===== src/rtl/abb_count_monitor.sv =====
// Count monitor for the abb sequence counter: folds modulo-16 count deltas into a
// saturating total, with a sticky threshold flag, an interrupt pulse and a four-phase snapshot read.
module abb_count_monitor #(
  parameter int TOT_W     = 16,
  parameter bit CLR_ON_RD = 1'b1
) (
  input  logic             clk,
  input  logic             reset,
  input  logic [3:0]       cn_in,
  input  logic             src_clr,
  input  logic [TOT_W-1:0] threshold,
  input  logic             rd_req,
  output logic             evt,
  output logic [TOT_W-1:0] total,
  output logic             thr_hit,
  output logic             irq,
  output logic             ovf,
  output logic             rd_ack,
  output logic [TOT_W-1:0] rd_data
);

  typedef enum logic [0:0] {
    ST_IDLE = 1'b0,
    ST_ACK  = 1'b1
  } rd_state_t;

  rd_state_t        state_r;
  logic [3:0]       cn_prev_r;
  logic [3:0]       delta_s;
  logic             accum_s;
  logic             capture_s;
  logic             clear_s;
  logic [TOT_W-1:0] base_total_s;
  logic             base_ovf_s;
  logic             base_thr_s;
  logic [TOT_W:0]   sum_s;
  logic [TOT_W-1:0] total_nxt_s;
  logic             ovf_nxt_s;
  logic             thr_nxt_s;

  // Saturating add of a 4-bit delta; bit TOT_W of the result flags saturation.
  function automatic logic [TOT_W:0] sat_add(input logic [TOT_W-1:0] a, input logic [3:0] d);
    logic [TOT_W:0] sum;
    sum = {1'b0, a} + {{(TOT_W-3){1'b0}}, d};
    if (sum[TOT_W]) begin
      sat_add = {1'b1, {TOT_W{1'b1}}};
    end else begin
      sat_add = {1'b0, sum[TOT_W-1:0]};
    end
  endfunction

  // Next-state computation for the total, overflow and threshold flags.
  always_comb begin
    delta_s   = cn_in - cn_prev_r;
    accum_s   = ~src_clr & (delta_s != 4'd0);
    capture_s = (state_r == ST_IDLE) & rd_req;
    clear_s   = capture_s & CLR_ON_RD;
    // A clearing read restarts from zero so this edge's delta is not lost.
    if (clear_s) begin
      base_total_s = {TOT_W{1'b0}};
      base_ovf_s   = 1'b0;
      base_thr_s   = 1'b0;
    end else begin
      base_total_s = total;
      base_ovf_s   = ovf;
      base_thr_s   = thr_hit;
    end
    sum_s = sat_add(base_total_s, delta_s);
    if (accum_s) begin
      total_nxt_s = sum_s[TOT_W-1:0];
      ovf_nxt_s   = base_ovf_s | sum_s[TOT_W];
    end else begin
      total_nxt_s = base_total_s;
      ovf_nxt_s   = base_ovf_s;
    end
    thr_nxt_s = base_thr_s |
                ((threshold != {TOT_W{1'b0}}) & (total_nxt_s >= threshold));
  end

  // Accumulator, event and threshold registers.
  always_ff @(posedge clk or negedge reset) begin
    if (!reset) begin
      cn_prev_r <= 4'd0;
      evt       <= 1'b0;
      total     <= {TOT_W{1'b0}};
      ovf       <= 1'b0;
      thr_hit   <= 1'b0;
      irq       <= 1'b0;
    end else begin
      cn_prev_r <= cn_in;
      evt       <= accum_s;
      total     <= total_nxt_s;
      ovf       <= ovf_nxt_s;
      thr_hit   <= thr_nxt_s;
      irq       <= thr_nxt_s & ~thr_hit;
    end
  end

  // Four-phase read handshake with snapshot capture.
  always_ff @(posedge clk or negedge reset) begin
    if (!reset) begin
      state_r <= ST_IDLE;
      rd_ack  <= 1'b0;
      rd_data <= {TOT_W{1'b0}};
    end else begin
      case (state_r)
        ST_IDLE: begin
          if (rd_req) begin
            state_r <= ST_ACK;
            rd_ack  <= 1'b1;
            rd_data <= total;
          end else begin
            state_r <= ST_IDLE;
            rd_ack  <= 1'b0;
          end
        end
        ST_ACK: begin
          if (rd_req) begin
            state_r <= ST_ACK;
            rd_ack  <= 1'b1;
          end else begin
            state_r <= ST_IDLE;
            rd_ack  <= 1'b0;
          end
        end
        default: begin
          state_r <= ST_IDLE;
          rd_ack  <= 1'b0;
        end
      endcase
    end
  end

endmodule


===== config.mk =====
export PLATFORM = sky130hd
export DESIGN_NAME = abb_count_monitor
export DESIGN_NICKNAME = d
export VERILOG_FILES = /design/src/rtl/abb_count_monitor.sv
export SDC_FILE = /design/constraint.sdc
export NUM_CORES = 1
export LEC_CHECK = 0
export CORE_AREA = 4 4 78 80
export CTS_BUF_LIST = sky130_fd_sc_hd__clkbuf_4 sky130_fd_sc_hd__clkbuf_8
export DETAILED_ROUTE_END_ITERATION = 10
export DIE_AREA = 0 0 82 84
export GPL_ROUTABILITY_DRIVEN = 0
export HOLD_SLACK_MARGIN = 0.08
export PLACE_DENSITY_LB_ADDON = 0.12
export SYNTH_ARGS = -nofsm -noshare
export SYNTH_HDL_FRONTEND = slang
export SYNTH_SLANG_ARGS = --single-unit

===== constraint.sdc =====
create_clock -name clk -period 3.65 [get_ports clk]
set_clock_uncertainty 0.1 [all_clocks]
set_input_delay 0.73 -clock clk [delete_from_list [all_inputs] [get_ports clk]]
set_output_delay 0.73 -clock clk [all_outputs]
set_load 0.02 [all_outputs]

* After elaboration in Yosys (flattened, before gate mapping) *
Index checks and enable logic that the tools add are counted.

storage, ports and cells
  bits in registers = 41
  input port bits = 24
  output and inout bits = 37
  logic and storage cells = 30

cells by class
  add/subtract/negate cells = 2
  $lt $le $gt $ge = 1
  muxes and demuxes = 7
  bitwise operators = 9
  reductions and logical operators = 3

operator list
  kind                                number
  2-to-1 mux 16 bit                   2
  adder 16 x 4 -> 17 bit              1
  2-to-1 mux 17 bit                   1
  greater-or-equal comparator 16 bit  1
  nonzero test 16 bit                 1
  bitwise AND 1 bit                   4
  2-to-1 mux 1 bit                    4
  nonzero test 4 bit                  1
  subtractor 4 bit                    1
  inverter 1 bit                      3
  bitwise OR 1 bit                    2
  AND reduction 2 bit                 1

* Logic depth before layout (Yosys ltp) *
  depth in word-level cells = 10
  depth in mapped cells = 19
  gate-level depth less buffers = 19

* Worst setup path after synthesis *
OpenSTA, ideal clock, no wires.

  kind = input to register
  start point = input cn_in[2]
  end point = register thr_hit
  setup time = 126 ps
  data arrival time = 4081 ps
  data required time = 3424 ps
  setup slack = -657 ps
  stages = 17
  path buffers = 1
  cell sequence = ha_1 > and3b_1 > o21ai_0 > nand2_1 > ha_1 > a21oi_1 > a311oi_4 > nand2_1 > buf_2 > o21ai_0 > ha_1 > a21o_1 > nand3_1 > a21oi_1 > o31a_1 > a31oi_1 > nand2_1

between the ends
  longest elaborated chain between the ends = 7
  elaborated cells between the ends (all ways) = 9
  classes of those cells = add/sub: 2; order compare: 1; mux: 2; bitwise: 3; reduce/logical: 1

ends and longest elaborated chain
  element                                                       line    source
  start: declaration                                            9       input logic [3:0] cn_in,
  subtractor 4 bit (*)                                          54      delta_s = cn_in - cn_prev_r;
  adder 16 x 4 -> 17 bit or nonzero test 4 bit (tied branches)  44, 55
  2-to-1 mux 17 bit or bitwise AND 1 bit (tied branches)        45, 55
  2-to-1 mux 16 bit (*)                                         69      if (accum_s) begin
  net total_nxt_s[9]                                            37      logic [TOT_W-1:0] total_nxt_s;
  greater-or-equal comparator 16 bit (*)                        77      ((threshold != {TOT_W{1'b0}}) & (total_nxt_s >= threshold));
  bitwise AND 1 bit (*)                                         77
  bitwise OR 1 bit (*)                                          76      thr_nxt_s = base_thr_s |
  net thr_nxt_s                                                 39      logic thr_nxt_s;
  end signal: assignment                                        94      thr_hit <= thr_nxt_s;
  end: declaration                                              15      output logic thr_hit,

The timed path passes the listed nets; every way through them passes the cells marked *.
A chain may end at the register's enable or synchronous reset.

* Worst setup path after layout *
  start point = input cn_in[0]
  end point = register thr_hit

Same word-level chain as after synthesis.

==> flow_summary.toml <==
[status]
status = "complete, but fails checks"
violations = "negative setup slack"

[clocking]
numCtsBuffers = 5
cts.sink_count = 41
clkLatencyLatePin_ns = 0.29
clk_pin_slew_ns = 0.08
cts_buffer_depth = 2
cts-root-buf = "clkbuf_8"
htreeDepth = 2
cts_tree = "built"

[global_routing]
grt_pass1_vias = 2234
grt_pass1_wl_um = 10700
grt_remaining_overflow = 0
antenna_found_initial = 0
grt_usage_pct = 20.2
grt_max_degree = 42

[setup_path]
r2r_cells = 18
critPathArrivalTime_ns = 4.03
cp.required_ns = 3.73
cp_max_fo = 6
r2r-start = "cn_prev_r[0]"
worst_setup_path_start_kind = "input port"
path_class = "input port to flip-flop"
reg2reg_to = "thr_hit"
crit_path_end_kind = "flip-flop"
rrSetupSlack_ns = -0.18

[pwr]
power_switching_uw = 600
internal-power_uw = 1130
pwr-share-clk_pct = 20.5
seqPwrFrac_pct = 32.0
leakage_uw = 0.00187
ir_drop_mv = 0.305
p_per_area_mw_per_mm2 = 457
switching_share_pct = 34.6
combPwrFrac_pct = 47.5

[yosys]
async_flop_share_pct = 100
syn_nets = 311
ys_types = 40
ys_seq_area_share_pct = 42.6
netlist_instances = 262
synth_edf_count = 0
avgSynthCellArea_sq_um = 9.18
synthFlopType = "dfrtp_1"
ys_ff_latch = 41
syn-cell-area_sq_mm = 0.00241
yosysWarnings = 0

[die]
ioPinCount = 61
start_util_pct = 44.5
fp.coreArea_sq_mm = 0.00541
die_x_um = 82
die-area_sq_mm = 0.00689
fp-row-count = 27
die_y_um = 84

[place]
portBuffers = 60
hpwl_um = 4580
post_dp_cell_area_sq_mm = 0.00339
dp_cells = 417
post-place-ws_ns = -1.21

[detailed_routing]
vias = 2224
route.met2.wl_um = 3130
wl_met3_um = 293
postRouteAntennaNets = 0
drt_wl_total_um = 6520
top_layer = "met4"
drc = 0
drtIter0Drc = 145
wl_met1_um = 3000
wl_per_cell_um = 14.7
firstDrtPassIters = 4
routed_via_density = 5.02

[min_path]
hold_start = "rd_data[0]"
hold_depth = 2
min_to = "rd_data[0]"
hold_path_class = "flip-flop to flip-flop"

[cells_and_area]
antennaDiodeCount = 0
final_cell_mix = "nand2_1, clkdlybuf4s50_1, buf_4"
layout_commonest_cell = "nand2_1"
multi_input_area_sq_mm = 0.00148
fillers = 437
stdcell_area_sq_mm = 0.00379
postLayoutCoreUtil_pct = 70.1
nets = 420
layout-drive-gt1-share_pct = 26.1
area_growth_pct = 57.6
seqCellArea_sq_mm = 0.00103
fin_cells = 443

[timing]
holdWs_ns = 0.378
finalCritPeriodShare_pct = 108
finalHoldViolations = 0
slew_headroom_pct = 39.0
setup_ws_ns = -0.294
period_minus_slack_ns = 3.94
slew_viol_final = 0
setup_viol = 2
max_clock_freq_mhz = 254
worst_pin_slew_ns = 0.915
grt_setup_unrepaired = "true"

[run]
drv_cap = 0
## how the worst max path moves through the flow
stage	endpoint	slack, ns	from
2_1_floorplan	irq	-0.21	cn_in[0]
3_3_place_gp	thr_hit	-1.14	cn_in[0]
3_5_place_dp	thr_hit	-1.21	cn_in[0]
4_1_cts	thr_hit	-0.43	cn_in[0]
5_1_grt	thr_hit	-0.44	cn_in[0]
6_report	thr_hit	-0.29	cn_in[0]
## sequential cells by signal, indices dropped and copies added (netlist names)
| register | cells |
|---|---|
| evt | 1 |
| total | 16 |
| cn_prev_r | 4 |
| rd_data | 16 |
| thr_hit | 1 |
| state_r | 1 |
| irq | 1 |
| ovf | 1 |
## cells in the mapped netlist (2+ instances only)
master / n / area [sq um]
nand2_1: 67 / 251
dfrtp_1: 41 / 1030
inv_1: 24 / 90.1
ha_1: 23 / 288
o21ai_0: 13 / 65.1
xor2_1: 8 / 70.1
a21oi_1: 7 / 35.0
nor2_1: 7 / 26.3
a21o_1: 6 / 45.0
clkbuf_1: 6 / 22.5
nand4_1: 6 / 37.5
nand3_1: 5 / 25.0
xnor2_1: 5 / 43.8
nor4_1: 4 / 25.0
nand4b_1: 3 / 26.3
nor3_1: 3 / 15.0
a211oi_1: 2 / 15.0
and2_1: 2 / 12.5
and3_1: 2 / 12.5
buf_2: 2 / 10.0
fa_1: 2 / 40.0
nand2b_1: 2 / 12.5
nor2b_1: 2 / 12.5
nor3b_1: 2 / 15.0
o211a_1: 2 / 20.0
o211ai_1: 2 / 15.0
## per-layer routing
| layer | track usage (%) | up-vias |
|---|---|---|
| met3 | 3.46 | 9 |
| met2 | 32.0 | 57 |
| met4 | 6.95 | 0 |
| met5 | 0 | - |
| met1 | 27.6 | 1050 |
| li1 | - | 1108 |
## final cells by class
type                       instances  area share (%)
sequential                        41            27.1
multi-input combinational        189            38.9
inverter                          24            2.71
clock inverter                     2           0.924
tap                               72            2.38
timing repair buffer             110            26.2
clock buffer                       5            1.82
## worst max-delay path, stage by stage
cell	delay, ns
buf_12	0.09
inv_12	0.03
ha_4	0.14
fa_2	0.52
inv_2	0.06
buf_6	0.11
ha_4	0.24
a211oi_4	0.29
nor2_4	0.08
nor2_4	0.18
nand4b_1	0.15
xor2_1	0.19
o21ai_2	0.09
ha_1	0.30
a21o_1	0.16
nand3_1	0.06
a21oi_1	0.06
o31a_1	0.30
a31oi_2	0.17
nand2_1	0.07
## cell families after synthesis
| kind of cell | after synthesis | share of synthesized area, % |
|---|---|---|
| buffers and inverters | 32 | 5.10 |
| XOR/XNOR | 13 | 4.73 |
| flip-flops | 41 | 42.6 |
| multiplexers | 1 | 0.416 |
| AND/OR/NAND/NOR | 111 | 22.1 |
| adder cells (fa/ha/maj) | 25 | 13.6 |
| AO/OA/AOI/OAI | 39 | 11.4 |
## power by group through the flow
stage,clock network (uW),registers (uW),logic (uW)
global route,388,564,893
finish,355,555,822
floorplan,0,621,302
CTS,364,555,729
global placement,0,562,631
detailed placement,0,564,644
## through the flow
step	total power (uW)	setup TNS [ns]
2_1_floorplan	923	-0.428
3_3_place_gp	1190	-3.01
3_5_place_dp	1210	-3.38
4_1_cts	1650	-0.864
5_1_grt	1840	-0.864
6_report	1730	-0.572
## timing repair
action | 4_1_cts | 5_1_grt
hold buffers | 0 | 0
setup buffers | 17 | 4
setup endpoints to repair | 2 | 2
resized for setup | 21 | 26
pin swaps | 17 | 20
No activity file was read; power rests on OpenSTA's default activity.
==> edit 1, RTL diff (same settings) <==
The parameter `TOT_W` goes from 16 to 18.
--- a/src/rtl/abb_count_monitor.sv
+++ b/src/rtl/abb_count_monitor.sv
@@ -1,7 +1,7 @@
 // Count monitor for the abb sequence counter: folds modulo-16 count deltas into a
 // saturating total, with a sticky threshold flag, an interrupt pulse and a four-phase snapshot read.
 module abb_count_monitor #(
-  parameter int TOT_W     = 16,
+  parameter int TOT_W     = 18,
   parameter bit CLR_ON_RD = 1'b1
 ) (
   input  logic             clk,
Interface: changed (resized rd_data, threshold and total); port bits go from 61 to 67. The function was not compared with the original's and may differ.
==> edit 1 against the original RTL <==
  * The flow still finishes with violations (negative setup slack)
  * Synthesized cell count up 14%
  * Sequential cell count up 4
  * Worst setup slack worse by 0.26 ns
  * Wire length up 9.3%
  * Area after synthesis up 13%
  * Power down 3.6%
  * Sequential power up 7.7%
  * Via count up 13%
  * Design area up 5.5%
  * Largest power group unchanged
==> edit 1: results (changes against the original RTL) <==
| Metric | Value |
|---|---|
| Status | finished, violations left |
| Violated checks | negative setup slack |
| Commonest cells in the synthesized netlist | nand2_1 (72), dfrtp_1 (45), inv_1 (28) |
| Worst Path Max Fanout | 4 (-2) |
| Global Route Usage Sum | 0.214 (+0.0114) |
| Initial antenna violation count | 0 (unchanged) |
| CTS Buf Count | 5 (unchanged) |
| Reg clk slew, reported paths | 0.08 ns (about the same) |
| Yosys cell types | 45 (+13%) |
| Post-DP HPWL | 5.21 mm (+14%) |
| Primary FF master, synth | dfrtp_1 |
| Sequential share of the synthesized area | 0.416 (-0.0105) |
| Top cells by area, synth | dfrtp_1 (42%), ha_1 (12%), nand2_1 (10%) |
| Arrival @ worst endpoint | 4.30 ns (+0.27 ns) |
| Worst hold path class | register to register |
| # setup viols final | 2 (unchanged) |
| H-tree level count | 2 (unchanged) |
| Least-Margin Pin Slew | 0.994 ns (+0.0790 ns) |
| Setup TNS | -1.10 ns (-0.530 ns) |
| Nets | 455 (+8.3%) |
| Clock Latency Late Sink | 0.29 ns (about the same) |
| Largest net degree at the start of global routing | 46 (+9.5%) |
| Mapped Nets | 353 (+14%) |
| DR WL/cell | 15.0 µm (+2.1%) |
| Crit path max-delay family | simple AND/OR/NAND/NOR gates |
| Yosys warns | 0 (unchanged) |
| Final Worst Setup Slack | -0.557 ns (-0.264 ns) |
| Port bufs | 66 (+10%) |
| Top flop regs | rd_data (18), total (18), cn_prev_r (4) |
| First DRT Iteration DRCs | 216 (+49%) |
| First-pass iteration count of the detailed router | 5 (+1) |
| Layout cells sized above 1 | 0.236 (-0.0251) |
| N_diodes | 0 (unchanged) |
| P_leak | 1.91 nW (+2.1%) |
| Slowest cell on crit path | o41a_1 |
| Root Buffer | clkbuf_8 |
| Async set-reset flop share out of synthesis | 1.00 (unchanged) |
| DP Area | 3710 µm² (+9.6%) |
| CP max stage delay | 0.42 ns (-0.10 ns) |
| Most common cell in the netlist | nand2_1 |
| Vias | 2520 (+13%) |
| Maximum VDD drop | 0.226 mV (-26%) |
| Global-route wire length before repair | 11.7 mm (+9.1%) |
| Worst-case clock buffer depth | 2 (unchanged) |
[edit 1: cell types whose count changed after synthesis, moves of 3 or more]
cell	change
nor3_1	+5
inv_1	+4
xnor2_1	+5
dfrtp_1	+4
nand2_1	+5
o21ai_0	+3
ha_1	+3
nor4_1	+6
xor2_1	-4
o21ai_2	+3
nand4b_1	-3
[edit 1: per-layer routing]
metal | vias to the layer above | global-route usage | wire, µm
met5 | - | 0 | 0
met2 | 114 | 0.347 | 3370
met1 | 1175 | 0.291 | 3100
li1 | 1217 | - | -
met3 | 14 | 0.0346 | 545
met4 | 0 | 0.0574 | 106
[edit 1: per-stage QoR]
step	setup WS [ns]	std cells
2_1_floorplan	-0.649	299
6_report	-0.557	474
3_5_place_dp	-1.35	460
4_1_cts	-0.475	473
3_3_place_gp	-1.27	460
5_1_grt	-0.679	474
[edit 1: cell families (layout without fill, tap and decap cells)]
| kind of cell | count (synthesis) | in the layout | synth area share |
|---|---|---|---|
| xor+xnor | 14 | 14 | 0.0453 |
| buf+inv | 38 | 141 | 0.0601 |
| mux | 1 | 1 | 0.00416 |
| fa+ha+maj | 28 | 28 | 0.135 |
| simple gates | 130 | 130 | 0.234 |
| flops | 45 | 45 | 0.416 |
| compound gates | 43 | 43 | 0.105 |
[edit 1: worst reg2reg max path: cells and delay by family, from the launching register on]
kind	cells	cell delay, ns
flip-flops	1	0.33
AND/OR/NAND/NOR	10	2.00
buffers and inverters	1	0.08
AO/OA/AOI/OAI	4	0.68
adder cells (fa/ha/maj)	3	0.78
[edit 1: final cells by class]
type	instances	area, µm²
flip-flops and latches	45	1130
clock inverters	1	7.51
repair buffers	105	962
clock buffers	7	83.8
multi-input cells	216	1620
inverters	28	105
well taps	72	90.1
fillers	408	1410
[edit 1: power by group]
| group | leakage, nW | switching, W | internal, W |
|---|---|---|---|
| logic | 1.27 | 0.000371 | 0.000385 |
| clock network | 0.0453 | 0.000166 | 0.000151 |
| registers | 0.601 | 0.0000456 | 0.000552 |
[edit 1: what timing repair did]
item                       CTS  global route
setup endpoints to repair    6             2
hold endpoints to repair     0             0
gates resized for setup     35            14
buffers inserted             5             1
pin swaps                   23             9
[edit 1: worst paths after layout]
| check | cells after the start | endpoint | slack [ns] | startpoint |
|---|---|---|---|---|
| max | 18 | thr_hit | -0.56 | cn_in[2] |
| min | 1 | irq | 0.37 | thr_hit |
| max reg2reg | 18 | thr_hit | -0.43 | cn_prev_r[1] |
| min reg2reg | 1 | irq | 0.37 | thr_hit |
| max in group asynchronous | 1 | total[6] | 2.33 | reset |
| min in group asynchronous | 1 | rd_data[2] | 0.49 | reset |
==> edit 2, RTL diff (same flow settings) <==
Without the edit above. The output `irq` loses its register stage (`irq` becomes a continuous assignment).
--- a/src/rtl/abb_count_monitor.sv
+++ b/src/rtl/abb_count_monitor.sv
@@ -85,16 +85,16 @@
       total     <= {TOT_W{1'b0}};
       ovf       <= 1'b0;
       thr_hit   <= 1'b0;
-      irq       <= 1'b0;
     end else begin
       cn_prev_r <= cn_in;
       evt       <= accum_s;
       total     <= total_nxt_s;
       ovf       <= ovf_nxt_s;
       thr_hit   <= thr_nxt_s;
-      irq       <= thr_nxt_s & ~thr_hit;
     end
   end
+
+  assign irq = thr_nxt_s & ~thr_hit;
 
   // Four-phase read handshake with snapshot capture.
   always_ff @(posedge clk or negedge reset) begin
Function: changed (a bounded check fails within 4 cycles, from zero or initial values and one cycle with reset low).
==> edit 2 against the original RTL <==
  * The run still ends with negative setup slack left
  * Sequential share of layout area down 1.7 points
  * Area after synthesis is 1.0% lower
  * Power shrank 0.52%
  * Design area rose by 4.3%
  * Wire length rose by 3.3%
  * Worst setup slack worse by 1.1 ns
  * Sequential cell count shrank 1
  * Via count increased by 4.6%
  * Largest power group unchanged
==> edit 2: results (changes against the original RTL) <==
| Metric | Value |
|---|---|
| # fillers | 414 (-5.3%) |
| Placed cells | 446 (+7.0%) |
| P_leak | 2.00 nW (+6.6%) |
| Global Route Usage Sum | 0.202 (about the same) |
| Largest net degree at the start of global routing | 41 (-2.4%) |
| Routed wl met2 | 3.15 mm (+0.74%) |
| Number of global-route vias before repair | 2307 (+3.3%) |
| Met1 Usage GRT | 0.290 (+0.0147) |
| Final WL | 6.73 mm (+3.3%) |
| DP Area | 3590 µm² (+6.0%) |
| Hold Path Sink | rd_data[2] |
| Violated checks | negative setup slack |
| N_diodes | 0 (unchanged) |
| Power per cell area | 436 nW/µm² (-4.6%) |
| Routed length on met3 | 318 µm (+8.5%) |
| Post-DP HPWL | 4.92 mm (+7.5%) |
| Nets | 442 (+5.2%) |
| Worst Path Max Fanout | 4 (-2) |
| Least-Margin Pin Slew | 0.897 ns (-0.0186 ns) |
| Clkbuf count | 6 (+1) |
| Post-CTS setup buffers | 7 (-10) |
| Sequential share of the synthesized area | 0.420 (-0.00603) |
| Sw frac | 0.338 (-0.00781) |
| Layout cells sized above 1 | 0.325 (+0.0634) |
| Root Buffer | clkbuf_8 |
| Non-clock buffer share | 0.292 (+0.0304) |
| DR vias/cell | 4.99 (-0.53%) |
| GR Util met2 | 0.311 (-0.00882) |
| Hold_ws | 0.374 ns (-0.00357 ns) |
| Flop pwr share | 0.304 (-0.016) |
| Crit path max-delay family | compound AO/OA/AOI/OAI gates |
| Setup TNS | -1.72 ns (-1.15 ns) |
| Final Worst Setup Slack | -1.38 ns (-1.09 ns) |
| Clk sinks | 40 (-2.4%) |
| Cts repair resizes | 39 (+86%) |
| P&R area growth vs syn | 66.1% |
| Arrival @ worst endpoint | 4.20 ns (+0.17 ns) |
| Pre-CTS setup slack | -2.28 ns (-1.07 ns) |
| Post-Synthesis Cells | 261 (-0.38%) |
| Global-route wire length before repair | 10.8 mm (+1.4%) |
| R2R depth | 19 (+1) |
| Post-Syn Area | 2380 µm² (-1.0%) |
| Post-Layout Cell Count | 466 (+5.2%) |
| Top cells by area, synth | dfrtp_1 (42%), ha_1 (12%), nand2_1 (11%) |
| M1 wire length | 3.15 mm (+5.2%) |
| Combinational power | 0.000831 W (+1%) |
| Met3 Use GR | 0.0356 (+0.00108) |
| # setup viols final | 2 (unchanged) |
| Seq area share | 0.253 (-0.0175) |
| Status | finished, violations left |
| Clock-cell share of area | 0.0282 (+0.000772) |
==> edit 2: cell count changes in the layout (fill, tap and decap cells not counted), moves of 2 or more <==
cell,change
ha_4,+2
ha_1,-2
buf_6,-2
buf_4,+26
==> edit 2: worst max-delay path by stage <==
stage / end / from
4_1_cts: irq / cn_in[0]
5_1_grt: irq / cn_in[0]
6_report: irq / cn_in[0]
3_5_place_dp: irq / cn_in[0]
3_3_place_gp: irq / cn_in[0]
2_1_floorplan: irq / cn_in[0]
==> edit 2: kinds of logic (layout without fill, tap and decap cells) <==
| logic type | count (synthesis) | after routing | share of synthesized area |
|---|---|---|---|
| buffers and inverters | 32 | 165 | 0.0515 |
| AO/OA/AOI/OAI | 39 | 39 | 0.115 |
| flip-flops | 40 | 40 | 0.420 |
| XOR/XNOR | 13 | 13 | 0.0478 |
| adder cells (fa/ha/maj) | 25 | 25 | 0.138 |
| multiplexers | 1 | 1 | 0.00420 |
| AND/OR/NAND/NOR | 111 | 111 | 0.223 |
